`src/rtl/digit_scan_controller.sv`:
```
// Scan sequencer for a 1-to-4 display demux: steps select through positions 0..3,
// inserts blanking between positions and swaps the per-position mask only at frame boundaries.
module digit_scan_controller #(
  parameter int DWELL_CYCLES = 8,
  parameter int BLANK_CYCLES = 2,
  parameter int CNT_W        = 16
) (
  input  logic       clock,
  input  logic       reset,
  input  logic       run,
  input  logic [3:0] digit_mask,
  input  logic       mask_load,
  output logic [1:0] select,
  output logic       enable,
  output logic       data_out,
  output logic       frame_done,
  output logic       busy
);

  typedef enum logic [1:0] {
    IDLE   = 2'd0,
    ACTIVE = 2'd1,
    BLANK  = 2'd2
  } state_e;

  localparam logic [CNT_W-1:0] DWELL_LAST = CNT_W'(DWELL_CYCLES - 1);
  localparam logic [CNT_W-1:0] BLANK_LAST = CNT_W'(BLANK_CYCLES - 1);
  localparam logic [1:0]       LAST_POS   = 2'd3;

  state_e           state_q, state_d;
  logic [1:0]       select_q, select_d;
  logic [CNT_W-1:0] cnt_q, cnt_d;
  logic [3:0]       shadow_q, shadow_d;
  logic [3:0]       pend_q, pend_d;
  logic             pend_flag_q, pend_flag_d;
  logic             enable_q, enable_d;
  logic             data_q, data_d;
  logic             frame_done_q, frame_done_d;
  logic             busy_q, busy_d;

  always_comb begin
    // NOTE: every signal gets a default before the case so no path leaves it
    // unassigned; a missing default here would infer a latch.
    state_d      = state_q;
    select_d     = select_q;
    cnt_d        = cnt_q;
    shadow_d     = shadow_q;
    pend_d       = pend_q;
    pend_flag_d  = pend_flag_q;
    frame_done_d = 1'b0;

    unique case (state_q)
      IDLE: begin
        select_d = 2'd0;
        cnt_d    = '0;
        // No frame in flight, so the mask can go live immediately.
        if (mask_load) shadow_d = digit_mask;
        if (run)       state_d  = ACTIVE;
      end

      ACTIVE: begin
        if (mask_load) begin
          pend_d      = digit_mask;
          pend_flag_d = 1'b1;
        end
        if (cnt_q == DWELL_LAST) begin
          state_d = BLANK;
          cnt_d   = '0;
        end else begin
          cnt_d = cnt_q + CNT_W'(1);
        end
      end

      BLANK: begin
        if (cnt_q != BLANK_LAST) begin
          cnt_d = cnt_q + CNT_W'(1);
          if (mask_load) begin
            pend_d      = digit_mask;
            pend_flag_d = 1'b1;
          end
        end else if (select_q != LAST_POS) begin
          cnt_d    = '0;
          select_d = select_q + 2'd1;
          state_d  = ACTIVE;
          if (mask_load) begin
            pend_d      = digit_mask;
            pend_flag_d = 1'b1;
          end
        end else begin
          // Frame boundary: a strobe arriving right now beats any pending mask.
          cnt_d        = '0;
          select_d     = 2'd0;
          frame_done_d = 1'b1;
          pend_flag_d  = 1'b0;
          if (mask_load)        shadow_d = digit_mask;
          else if (pend_flag_q) shadow_d = pend_q;
          state_d = run ? ACTIVE : IDLE;
        end
      end

      default: begin
        state_d  = IDLE;
        select_d = 2'd0;
        cnt_d    = '0;
      end
    endcase

    // Outputs are decoded from the next state so the registered copies line up
    // with the state they describe.
    enable_d = (state_d == ACTIVE);
    data_d   = enable_d & shadow_d[select_d];
    busy_d   = (state_d != IDLE);
  end

  always_ff @(posedge clock) begin
    // NOTE: sequential state uses non-blocking assignments so every flop samples
    // the pre-edge values, independent of statement order.
    if (reset) begin
      // NOTE: the mask registers are reset too; a run straight after reset must
      // show a blank display rather than stale contents.
      state_q      <= IDLE;
      select_q     <= 2'd0;
      cnt_q        <= '0;
      shadow_q     <= 4'd0;
      pend_q       <= 4'd0;
      pend_flag_q  <= 1'b0;
      enable_q     <= 1'b0;
      data_q       <= 1'b0;
      frame_done_q <= 1'b0;
      busy_q       <= 1'b0;
    end else begin
      state_q      <= state_d;
      select_q     <= select_d;
      cnt_q        <= cnt_d;
      shadow_q     <= shadow_d;
      pend_q       <= pend_d;
      pend_flag_q  <= pend_flag_d;
      enable_q     <= enable_d;
      data_q       <= data_d;
      frame_done_q <= frame_done_d;
      busy_q       <= busy_d;
    end
  end

  assign select     = select_q;
  assign enable     = enable_q;
  assign data_out   = data_q;
  assign frame_done = frame_done_q;
  assign busy       = busy_q;

endmodule

```
`config.mk`:
```
export PLATFORM = sky130hd
export DESIGN_NAME = digit_scan_controller
export DESIGN_NICKNAME = d
export VERILOG_FILES = /design/src/rtl/digit_scan_controller.sv
export SDC_FILE = /design/constraint.sdc
export NUM_CORES = 1
export LEC_CHECK = 0
export CAP_MARGIN = 20
export CORE_MARGIN = 3
export CORE_UTILIZATION = 51
export DETAILED_ROUTE_END_ITERATION = 8
export GPL_TIMING_DRIVEN = 0
export PLACE_DENSITY = 0.77
export SYNTH_ARGS = -nofsm -noshare
export SYNTH_HDL_FRONTEND = slang
export SYNTH_SLANG_ARGS = --single-unit
```
`constraint.sdc`:
```
create_clock -name clock -period 1.9 [get_ports clock]
set_input_delay 0.285 -clock clock [delete_from_list [all_inputs] [get_ports clock]]
set_output_delay 0.285 -clock clock [all_outputs]
set_load 0.03 [all_outputs]
```
==> results.toml <==
[synth]
syn_inst = 187
yosys_warnings = 0
synthTopCellsByArea = "dfxtp_1, nor2_1, mux2i_1"
synth_top_cell_area_share_pct = 39.40
synth_top_area_cell = "dfxtp_1"
synth_nets = 202
synth_flop_cell = "dfxtp_1"
synth-edff-count = 0
synth_cell_types = 42
ys_ff_latch = 33
syn_area_per_cell_um2 = 8.966
synthesis.area_mm2 = 0.001677
ys_seq_area_share_pct = 39.40
async_reset_ff_share_pct = 0

[layout]
syn2layout_area_growth_pct = 26.94
fillers = 260
drive_above_1_share_pct = 25.58
final_common_cell = "nor2_1"
diodes = 0
regArea_um2 = 673.1
layout.nets = 230
final_area_mm2 = 0.002128
multi_input_area_mm2 = 0.001075
most-common-layout-cells = "nor2_1, dfxtp_1, nand2_1"

[global_routing]
antenna_found_initial = 0
grt.overflow.total = 0
grt_pass1_wl_um = 6003
grt_pass1_vias = 1373
grt_start_max_net_pins = 11
groute.usage.overall_pct = 18.80

[setup_path]
endpoint = "data_out"
crit_buf_inv = 1
reg2reg_depth = 9
critical_path_class = "flop to flop"
crit_family = "simple AND/OR/NAND/NOR gates"
cp.depth = 9
max_stage_delay_ns = 0.34
rr_endpoint = "data_out"
crit_chain = "inv_2 -> ha_4 -> nor4b_4 -> and4_4 -> mux2i_1 -> nand2_1 -> a311oi_2 -> and2_1 -> nor4b_4"
startpoint = "cnt_q[1]"
reg2reg_slack_ns = -0.18
slowest_stage = "dfxtp_2"
critPathArrivalTime_ns = 2.33
critPathLaunchType = "flop"
endpoint_kind = "flop"
crit_fanout = 3
cp_common_cell = "nor4b_4"
cp.required_ns = 2.15
r2r-start = "cnt_q[1]"

[status]
violations = "negative setup slack"
status = "finished, violations left"

[timing]
relSlewSlack_pct = 68.77
rsz0062_at_grt = "true"
finalSetupViolCount = 2
setup_slack_ns = -0.1771
hold_viol = 0
worstMarginPinSlew_ns = 0.4684
min_period_ns = 2.077
fmax_ghz = 0.4814
timing.final.crit_share_pct = 109.3
finalMaxSlewViolations = 0
clock_skew_ns = 0.008320

[die]
fp-row-count = 20
die_w_um = 63.34
die_y_um = 63.34
dieArea_mm2 = 0.004011
initial_utilization_pct = 54.03
ioPinCount = 14
core-area_mm2 = 0.003103

[pwr]
p_total_uw = 1286
power.density_mw_per_mm2 = 604.4
vdd_drop_max_v = 0.0003513
p_leak_uw = 0.0007461

[routing]
vias_per_cell = 5.417
dr.first_iter.drc_count = 119
dr.pass1.iters = 4
wire_per_inst_um = 13.88
ant_nets = 0
num_vias = 1403
wirelength_um = 3594
post-route-drc-count = 0

[placement]
place.gp.congestion = 0.8257
hpwlAfterDp_um = 2488
placed_area_mm2 = 0.001863
portBuffers = 13

[clock_network]
clk-insertion-delay-late_ns = 0.33
ctsHtreeMaxLevel = 2
cts_tree = "built"
clock-root-buffer = "clkbuf_4"
cts_buffers = 5
cts_sinks = 33
clockBufferDepth = 2
hold_buffers = 0
clk_pin_slew_ns = 0.09

[run]
cap_viol_max_count = 0

[hold_path]
hp-class = "flop to flop"
-- repair_timing --
action,4_1_cts,5_1_grt
setup buffers,9,3
pin swaps,7,14
cloned,0,0
setup endpoints to repair,18,23
resized for setup,19,21
-- worst min-delay path by stage --
stage / startpoint / endpoint / slack [ns] / cells past startpoint
global route: pend_q[2] / pend_q[2] / 0.53 / 2
finish: pend_q[1] / pend_q[1] / 0.51 / 2
detailed placement: cnt_q[0] / cnt_q[0] / 0.46 / 1
CTS: pend_q[2] / pend_q[2] / 0.51 / 2
floorplan: reset / state_q[1] / 0.36 / 1
global placement: cnt_q[0] / cnt_q[0] / 0.45 / 1
-- worst reg2reg max path, stage by stage (launching register included) --
cell      delay [ns]
dfxtp_2         0.34
inv_2           0.06
ha_4            0.12
nor4b_4         0.25
and4_4          0.32
mux2i_1         0.20
nand2_1         0.08
a311oi_2        0.27
and2_1          0.18
nor4b_4         0.17
-- layout make-up --
| type | instances | share of cell area, % |
|---|---|---|
| clock buffers | 7 | 2.587 |
| multi-input cells | 142 | 50.50 |
| plain buffers | 4 | 1.411 |
| well taps | 44 | 2.587 |
| inverters | 8 | 1.411 |
| flip-flops and latches | 33 | 31.63 |
| repair buffers | 21 | 9.877 |
-- where the power goes --
part	switching [µW]	total (µW)	internal [µW]	leakage (µW)
Sequential	14.5	722	708	0.000271
Combinational	85.3	170	84.6	0.000444
Clock	220	394	174	0.0000314
Total	319	1290	967	0.000746
-- metal layers --
metal	track usage [%]	routed length [µm]	part of all wire [%]	vias up
met2	32.20	1895	53	25
met4	9.704	63	1.8	0
li1	-	-	-	700
met1	21.13	1510	42	671
met5	0	0	0	-
met3	5.169	125	3.5	7
-- through the flow --
step	util [%]	std cells	setup TNS, ns	hold WS (ns)	setup WS (ns)
5_1_grt	68.59	259	-0.3780	0.5292	-0.2372
4_1_cts	65.77	258	-0.1983	0.5095	-0.1533
3_3_place_gp	60.04	244	-2.506	0.4468	-0.2755
3_5_place_dp	60.04	244	-3.160	0.4554	-0.3270
2_1_floorplan	-	187	0	0.3640	0.0006433
6_report	68.59	259	-0.2136	0.5110	-0.1771
-- flip-flops by register name, summed over array words and instances, names as in the netlist --
name / flops
frame_done: 1
state_q: 2
data_out: 1
enable: 1
shadow_q: 4
pend_flag_q: 1
cnt_q: 16
pend_q: 4
busy: 1
select: 2
-- cells by family (layout without fill, tap and decap cells) --
logic type	Yosys count	count (layout)	synth area share (%)
flip-flops	33	33	39.40
AND/OR/NAND/NOR	84	84	27.24
AO/OA/AOI/OAI	26	26	11.19
multiplexers	11	11	6.717
XOR/XNOR	14	14	7.314
buffers and inverters	12	40	2.911
adder cells (fa/ha/maj)	7	7	5.224
-- synthesized netlist by cell type (all sizes together) (2+ instances only) --
cell type,number
ha,7
xor2,8
xnor2,6
dfxtp,33
nor4b,2
mux2i,9
inv,8
nand3,10
mux2,2
a21oi,4
nand2b,3
a31oi,2
o21ai,8
nand4,2
nor3,2
a22oi,4
clkbuf,3
nor4,2
nand2,15
nor2,40
Power figures use the tool's default switching activity.
